===== config.mk =====
export PLATFORM = sky130hd
export DESIGN_NAME = stack_unit
export DESIGN_NICKNAME = d
export VERILOG_FILES = /design/src/rtl/stack_pkg.sv /design/src/rtl/stack_bounds_check.sv /design/src/rtl/stack_unit.sv
export SDC_FILE = /design/constraint.sdc
export NUM_CORES = 1
export LEC_CHECK = 0
export CORE_ASPECT_RATIO = 0.6
export CORE_MARGIN = 1
export CORE_UTILIZATION = 56
export DETAILED_ROUTE_END_ITERATION = 16
export GPL_TIMING_DRIVEN = 0
export PLACE_DENSITY = 0.86
export RECOVER_POWER = 25
export SLEW_MARGIN = 20
export SYNTH_ARGS = -nofsm -noshare
export SYNTH_HDL_FRONTEND = slang
export SYNTH_SLANG_ARGS = --single-unit

===== constraint.sdc =====
create_clock -name clk -period 5.6 [get_ports clk]
set_input_delay 1.12 -clock clk [delete_from_list [all_inputs] [get_ports clk]]
set_output_delay 1.12 -clock clk [all_outputs]
set_load 0.02 [all_outputs]

===== src/rtl/stack_pkg.sv =====
// Shared definitions for the stack sequencer: request opcodes, FSM states
// and default stack geometry.
package stack_pkg;

   localparam logic [1:0] OP_PUSH16 = 2'b00;
   localparam logic [1:0] OP_POP16  = 2'b01;
   localparam logic [1:0] OP_PUSH32 = 2'b10;
   localparam logic [1:0] OP_POP32  = 2'b11;

   localparam logic [15:0] DEF_SP_RESET    = 16'h0FFF;
   localparam logic [15:0] DEF_STACK_LIMIT = 16'h0F00;

   typedef enum logic [2:0] {
      IDLE    = 3'd0,
      PUSH_HI = 3'd1,
      PUSH_LO = 3'd2,
      POP_RD1 = 3'd3,
      POP_RD2 = 3'd4,
      POP_CAP = 3'd5
   } state_t;

   // Bit 1 of the opcode selects the 32-bit form of push and pop.
   function automatic logic op_is_32(input logic [1:0] op);
      return op[1];
   endfunction

endpackage


===== src/rtl/stack_bounds_check.sv =====
// Combinational stack bounds check: flags a push that would write below the
// limit or a pop that would read above the top-of-stack word.
module stack_bounds_check
   import stack_pkg::*;
#(
   parameter int ADDR_W = 16
) (
   input  logic [ADDR_W-1:0] sp,
   input  logic [1:0]        op,
   input  logic [ADDR_W-1:0] stack_limit,
   input  logic [ADDR_W-1:0] sp_reset,
   output logic              ovf,
   output logic              unf
);

   // Widened by one bit so sp+2 cannot wrap around the top of the address space.
   logic [ADDR_W:0] sp_plus2;

   assign sp_plus2 = {1'b0, sp} + (ADDR_W+1)'(2);

   always_comb begin
      ovf = 1'b0;
      unf = 1'b0;
      case (op)
         OP_PUSH16: ovf = (sp < stack_limit);
         OP_PUSH32: ovf = (sp <= stack_limit);
         OP_POP16:  unf = (sp >= sp_reset);
         OP_POP32:  unf = (sp_plus2 > {1'b0, sp_reset});
         default:   ;
      endcase
   end

endmodule


===== src/rtl/stack_unit.sv =====
// Stack-pointer and stack-access sequencer. Optional bounds checking is built
// in when STACK_BOUNDS_CHECK_EN is defined.
module stack_unit
   import stack_pkg::*;
#(
   parameter int                 DATA_W      = 16,
   parameter int                 ADDR_W      = 16,
   parameter logic [ADDR_W-1:0]  SP_RESET    = DEF_SP_RESET,
   parameter logic [ADDR_W-1:0]  STACK_LIMIT = DEF_STACK_LIMIT
) (
   input  logic                clk,
   input  logic                rst,
   input  logic                req_valid,
   input  logic [1:0]          req_op,
   input  logic [2*DATA_W-1:0] req_data,
   output logic                req_ready,
   output logic [ADDR_W-1:0]   mem_addr,
   output logic [DATA_W-1:0]   mem_wdata,
   output logic                mem_write,
   output logic                mem_read,
   input  logic [DATA_W-1:0]   mem_rdata,
   output logic                rsp_valid,
   output logic [2*DATA_W-1:0] rsp_data,
   output logic [ADDR_W-1:0]   sp,
   output logic                ovf_err,
   output logic                unf_err
);

   // Handshake: a request transfers at a rising edge where req_valid and
   // req_ready are both high; req_ready is high exactly when the FSM is IDLE.

   state_t state, state_next;

   logic [ADDR_W-1:0]   sp_q, sp_next;
   logic [ADDR_W-1:0]   addr_q, addr_next;
   logic [DATA_W-1:0]   wdata_q, wdata_next;
   logic                write_q, write_next;
   logic                read_q, read_next;
   logic                rsp_valid_q, rsp_valid_next;
   logic [2*DATA_W-1:0] rsp_data_q, rsp_data_next;
   logic                ovf_q, ovf_next;
   logic                unf_q, unf_next;
   logic [DATA_W-1:0]   hold_q, hold_next;
   logic [DATA_W-1:0]   lo_q, lo_next;
   logic                is32_q, is32_next;
   logic                ovf_chk, unf_chk;

`ifdef STACK_BOUNDS_CHECK_EN
   stack_bounds_check #(
      .ADDR_W (ADDR_W)
   ) u_bounds (
      .sp          (sp_q),
      .op          (req_op),
      .stack_limit (STACK_LIMIT),
      .sp_reset    (SP_RESET),
      .ovf         (ovf_chk),
      .unf         (unf_chk)
   );
`else
   logic unused_limit;

   assign unused_limit = ^STACK_LIMIT;
   assign ovf_chk      = 1'b0;
   assign unf_chk      = 1'b0;
`endif

   always_ff @(posedge clk) begin
      if (!rst) begin
         state       <= IDLE;
         sp_q        <= SP_RESET;
         addr_q      <= '0;
         wdata_q     <= '0;
         write_q     <= 1'b0;
         read_q      <= 1'b0;
         rsp_valid_q <= 1'b0;
         rsp_data_q  <= '0;
         ovf_q       <= 1'b0;
         unf_q       <= 1'b0;
         hold_q      <= '0;
         lo_q        <= '0;
         is32_q      <= 1'b0;
      end else begin
         state       <= state_next;
         sp_q        <= sp_next;
         addr_q      <= addr_next;
         wdata_q     <= wdata_next;
         write_q     <= write_next;
         read_q      <= read_next;
         rsp_valid_q <= rsp_valid_next;
         rsp_data_q  <= rsp_data_next;
         ovf_q       <= ovf_next;
         unf_q       <= unf_next;
         hold_q      <= hold_next;
         lo_q        <= lo_next;
         is32_q      <= is32_next;
      end
   end

   // Next-state logic; every memory-side output is computed here and
   // registered above, so strobes appear in the cycle after the decision.
   always_comb begin
      state_next     = state;
      sp_next        = sp_q;
      addr_next      = addr_q;
      wdata_next     = wdata_q;
      write_next     = 1'b0;
      read_next      = 1'b0;
      rsp_valid_next = 1'b0;
      rsp_data_next  = rsp_data_q;
      ovf_next       = 1'b0;
      unf_next       = 1'b0;
      hold_next      = hold_q;
      lo_next        = lo_q;
      is32_next      = is32_q;

      case (state)
         IDLE: begin
            if (req_valid) begin
               is32_next = op_is_32(req_op);
               if (ovf_chk) begin
                  ovf_next = 1'b1;
               end else if (unf_chk) begin
                  unf_next = 1'b1;
               end else begin
                  case (req_op)
                     OP_PUSH16: begin
                        state_next = PUSH_LO;
                        write_next = 1'b1;
                        addr_next  = sp_q;
                        wdata_next = req_data[DATA_W-1:0];
                        sp_next    = sp_q - ADDR_W'(1);
                     end
                     OP_PUSH32: begin
                        state_next = PUSH_HI;
                        write_next = 1'b1;
                        addr_next  = sp_q;
                        wdata_next = req_data[2*DATA_W-1:DATA_W];
                        hold_next  = req_data[DATA_W-1:0];
                     end
                     OP_POP16: begin
                        // Single read shares the tail of the pop32 path.
                        state_next = POP_RD2;
                        read_next  = 1'b1;
                        addr_next  = sp_q + ADDR_W'(1);
                        sp_next    = sp_q + ADDR_W'(1);
                     end
                     default: begin
                        state_next = POP_RD1;
                        read_next  = 1'b1;
                        addr_next  = sp_q + ADDR_W'(1);
                     end
                  endcase
               end
            end
         end
         PUSH_HI: begin
            state_next = PUSH_LO;
            write_next = 1'b1;
            addr_next  = sp_q - ADDR_W'(1);
            wdata_next = hold_q;
            sp_next    = sp_q - ADDR_W'(2);
         end
         PUSH_LO: begin
            state_next = IDLE;
         end
         POP_RD1: begin
            state_next = POP_RD2;
            read_next  = 1'b1;
            addr_next  = sp_q + ADDR_W'(2);
         end
         POP_RD2: begin
            state_next = POP_CAP;
            if (is32_q) begin
               lo_next = mem_rdata;
               sp_next = sp_q + ADDR_W'(2);
            end
         end
         POP_CAP: begin
            state_next     = IDLE;
            rsp_valid_next = 1'b1;
            rsp_data_next  = is32_q ? {mem_rdata, lo_q} : {{DATA_W{1'b0}}, mem_rdata};
         end
         default: begin
            state_next = IDLE;
         end
      endcase
   end

   assign req_ready = (state == IDLE);
   assign mem_addr  = addr_q;
   assign mem_wdata = wdata_q;
   assign mem_write = write_q;
   assign mem_read  = read_q;
   assign rsp_valid = rsp_valid_q;
   assign rsp_data  = rsp_data_q;
   assign sp        = sp_q;
   assign ovf_err   = ovf_q;
   assign unf_err   = unf_q;

endmodule


# Yosys cells after proc, flatten, opt, wreduce, memory -nomap -nowiden
# Cells that the tools add are included.
# Widths: inputs -> output; s select.
# word_totals
reg_bits	119
out_inout_bits	86
wordCells	58
# classes
add_sub_neg	4
muxes	21
eq_ne	10
n_reduce_logical	12
# ops
operator	n
$pmux 16 s2	3
$pmux 16 s3	2
$mux 16	5
$mux 32	1
$add 16x1->16 const B	1
$add 16x2->16 const B	1
$sub 16x1->16 const B	1
$sub 16x2->16 const B	1
$pmux 3 s4	1
$pmux 3 s3	1
$eq 3x3->1 const B	2
$ne 3x1->1 const B	2
$reduce_and 2->1	3
$reduce_and 3->1	2
$reduce_bool 3->1	2
$mux 1	5
$ne 2x2->1 const B	2
$pmux 1 s2	2
$reduce_and 4->1	1
$eq 3x1->1 const B	1
$eq 3x2->1 const B	1
$logic_not 3->1	1
$mux 3	1
$eq 2x1->1 const B	1
4 further kinds	4

# Logic depth before layout (Yosys ltp)
# depth
ltp_word	5
mapped_depth	9
mapped_depth_nobuf	8

# Worst setup path after synthesis
# No wires, ideal clock.
# synth_path
path_type	in2reg
startpoint	input req_op[0]
endpoint	register addr_q[8], in the netlist mem_addr[8]
cell_stages	9
arrival_time_ns	2.748
setup_slack_ns	2.737
path_cell_list	inv_1 -> ha_1 -> buf_2 -> nor2_1 -> nand4_1 -> nor2_1 -> xnor2_1 -> o221ai_1 -> and2_1
# synth_via
elab_chain_cells	5
elab_cells_between_ends	6
# synth_lines
item	line	text
from (decl)	stack_unit.sv:14	input logic [1:0] req_op,
$eq 2x2->1 / $logic_not 2->1 (equally long branches)	stack_unit.sv:125	case (req_op)
$reduce_or 2->1 (no source line) (*)	-	
$mux 16 (*)	-	
$mux 16 (*)	stack_unit.sv:118	if (req_valid) begin
$pmux 16 s3 (*)	stack_unit.sv:116	case (state)
to (signal assigned)	stack_unit.sv:85	addr_q <= addr_next;
to (decl)	stack_unit.sv:35	logic [ADDR_W-1:0] addr_q, addr_next;
# Mark *: on every way between the ends. The rest lies on a longest branch, timed or not. The select of a mux whose other input is x is not followed.
# A chain may end at the register's enable or synchronous reset.

# Final worst setup path
# layout_path
startpoint	input req_op[1]
endpoint	register sp_q[5], in the netlist sp[5]
# layout_via
elab_chain_cells	4
elab_cells_between_ends	7
# layout_lines
item	line	text
$eq 2x1->1 / $logic_not 2->1 (equally long branches)	stack_unit.sv:125	
$pmux 16 s2	stack_unit.sv:125	
$mux 16	stack_unit.sv:118	
$pmux 16 s3	stack_unit.sv:116	
to (signal assigned)	stack_unit.sv:84	sp_q <= sp_next;
to (decl)	stack_unit.sv:34	logic [ADDR_W-1:0] sp_q, sp_next;
# Parallel ways exist; a longest one is shown, timed or not. The select of a mux whose other input is x is not followed.

==> reports/qor.csv <==
stage;metric;value;unit
setup_path;Worst R2R Start;state[2];
cts;clock sink count;119;
setup_path;CP Max Fanout;10;
cts;post-CTS setup buffer count;0;
die;Top Ports;139;
timing;fin crit period;4.08;ns
placement;gpl congestion;1.01;
cells_and_area;antenna fix cells;0;
synthesis;largest family of logic cells by synthesized area;compound AO/OA/AOI/OAI gates;
die;row count;30;
grt;first-pass GRT wire length;42200;µm
synthesis;syn_area_per_cell;8.00;µm²
grt;initial antenna violation count;0;
timing;fmax;245;MHz
cells_and_area;share of layout cells above drive strength 1;6.15;%
timing;final setup TNS;0;ns
setup_path;CP arrival;4.36;ns
cts;Clock Pin Slew Worst Setup and Hold Paths;0.06;ns
pwr;worst vdd ir;0.224;mV
drt;Avg WL per Cell;23.8;µm
synthesis;Compound-Gate Fraction of Synth Area;26.8;%
grt;grt ovf;0;
synthesis;post-synthesis xor/xnor area fraction;3.46;%
worst_hold_path;WHS Path Cells;2;
drt;Vias/cell;6.80;
worst_hold_path;worst hold start;mem_wdata[1];
synthesis;simple-gate share of the synthesized area;22.6;%
cts;Longest Clk Path Bufs;2;
synthesis;Cell Area, Synth;6840;µm²
cts;H-tree depth;4;
cts;post-cts sizing count;0;
timing;RSZ-0062 raised after global routing;false;
cells_and_area;final net count;1074;
setup_path;R2R cell count;8;
pwr;Final Power;2.99;mW
setup_path;startpoint types;primary input;
die;DIE HEIGHT;87.6;µm
timing;Slew Limit Fails;0;
synthesis;Mapped Cells;856;
synthesis;YS warnings;0;
timing;Final Hold Vio Count;0;
cts;Hold-fix buffers, CTS;0;
worst_hold_path;Worst Hold Path EP;mem_wdata[1];
timing;Tightest Pin Transition;1.17;ns
cts;clk root buf;clkbuf_16;
synthesis;Synth Register Bits;119;
die;die width;145;µm
setup_path;flop2flop setup slack;2.36;ns
run_status;status;completed;
die;die area;12700;µm²
cells_and_area;area delta synth->final;31.7;%
setup_path;crit end category;register;
drt;Routed Wire Length;28100;µm
synthesis;Post-synth EDFFs;0;
synthesis;Adder-Cell Fraction of Synth Area;1.65;%
cts;TritonCTS clock tree;built;
drt;Initial DRT Pass Iterations;8;
grt;vias in the first global route;7442;
timing;# setup viols final;0;
cts;total clock buffers created by CTS;17;
synthesis;register area share after synthesis;34.8;%
cts;Worst-Skew Late Latency;0.42;ns
worst_hold_path;Hold Path Class;reg2reg;
drt;drt initial violations;1040;
pwr;pwr/cell area;332;nW/µm²
setup_path;Worst EP required;5.88;ns
grt;largest net degree at the start of global routing;17;
synthesis;ys async rst share;0;%
setup_path;CP Class;in2reg;
timing;Slew headroom;22.0;%
placement;DPL Wire Length;18600;µm
setup_path;reg-to-reg endpoint;sp[5];
flow_run;max-cap violations;0;
synthesis;Primary FF master, synth;dfxtp_1;
synthesis;multiplexer area fraction after synthesis;4.97;%
drt;ANT nets after route;0;
drt;DRC viols;0;
die;core area;11600;µm²
timing;Clock Skew;0.0113;ns
placement;worst slack, placed;1.39;ns
placement;Port Buffers;136;
die;Initial Util;59.0;%
pwr;leak pwr;3.57;nW
synthesis;post-synthesis cell type count;72;
drt;total number of vias;8059;
timing;setup ws final;1.52;ns
timing;Final Cycle Share;72.8;%
grt;total global-route track usage;45.0;%
==> placed cells by master, fill, tap and decap left out, types with 9 or more instances in the layout <==
master	Yosys	final
nor3_1	17	17
xnor2_1	19	19
o211a_1	17	17
dlygate4sd3_1	0	41
a21boi_0	49	51
o221ai_1	14	14
o211ai_1	26	26
nor4_1	9	9
nand3_1	24	24
nand2_1	166	166
nor2_1	33	33
nand4_1	11	11
and2_1	13	13
clkbuf_16	0	17
ha_1	9	9
inv_1	9	9
o21ai_0	24	24
buf_2	10	10
mux2i_1	34	34
a22o_1	16	16
dfxtp_1	119	119
clkbuf_1	62	62
a21oi_1	42	42
clkdlybuf4s50_1	0	95
==> worst max path at each step <==
stage,startpoint,to
final,req_op[1],sp[5]
after global routing,req_op[1],sp[5]
after CTS,req_op[1],sp[5]
after detailed placement,req_op[1],sp[5]
after global placement,req_op[0],sp[5]
after floorplan,req_op[0],mem_addr[8]
==> state kept, by name, indices dropped and copies added, names as in the netlist, 3 cells and up <==
signal	flops
rsp_data	32
hold_q	16
lo_q	16
mem_addr	16
mem_wdata	16
sp	16
state	3
==> metal layers <==
| metal | share of wire [%] | up-vias | track usage, % |
|---|---|---|---|
| met3 | 15 | 126 | 15.1 |
| met5 | 0 | - | 1.13 |
| met2 | 41 | 757 | 66.8 |
| met1 | 40 | 3761 | 60.1 |
| li1 | - | 3415 | - |
| met4 | 3.5 | 0 | 17.9 |
==> through the flow <==
stage / hold WS (ns) / cells / area, µm² / util [%]
after floorplan: 0.435 / 857 / 6850 / -
after global placement: 0.441 / 1153 / 8410 / 72.5
after detailed placement: 0.458 / 1153 / 8410 / 72.5
after CTS: 0.465 / 1185 / 9020 / 77.7
after global routing: 0.485 / 1185 / 9020 / 77.7
final: 0.458 / 1185 / 9020 / 77.7
==> kinds of logic after synthesis <==
group	Yosys count
adder cells (fa/ha/maj)	9
AND/OR/NAND/NOR	321
other	1
XOR/XNOR	27
AO/OA/AOI/OAI	251
flip-flops	119
buffers and inverters	94
multiplexers	34
==> area by class of cell <==
type,count,area (µm²)
multi-input cells,644,4080
fillers,760,2580
flip-flops and latches,119,2380
repair buffers,136,1360
clock buffers,17,425
plain buffers,84,350
well taps,160,200
clock inverters,15,181
inverters,10,37.5
==> Yosys cell counts (7+ instances only) <==
library cell	number	share of area (%)
a21boi_0	49	5.4
a21oi_1	42	3.1
a22o_1	16	2.0
and2_1	13	1.2
and3_1	8	0.73
buf_1	7	0.38
buf_2	10	0.73
clkbuf_1	62	3.4
dfxtp_1	119	35
ha_1	9	1.6
inv_1	9	0.49
mux2i_1	34	5.0
nand2_1	166	9.1
nand3_1	24	1.8
nand4_1	11	1.0
nor2_1	33	1.8
nor3_1	17	1.2
nor4_1	9	0.82
o211a_1	17	2.5
o211ai_1	26	2.9
o21ai_0	24	1.8
o221ai_1	14	1.8
or3_1	8	0.73
xnor2_1	19	2.4
xor2_1	8	1.0
==> worst max-delay path: stages <==
cell,delay (ns)
clkdlybuf4s50_1,0.48
inv_1,0.12
ha_1,0.32
o21ai_0,0.18
a221oi_2,1.00
clkbuf_1,0.60
o21ai_0,0.19
a32oi_1,0.27
nand2_1,0.08
==> power by group <==
part	internal (mW)	switching [mW]	total, mW
registers	0.900	0.0447	0.944
logic	0.317	0.572	0.889
clock network	0.678	0.482	1.16
total	1.89	1.10	2.99
Power figures use the tool's default switching activity.
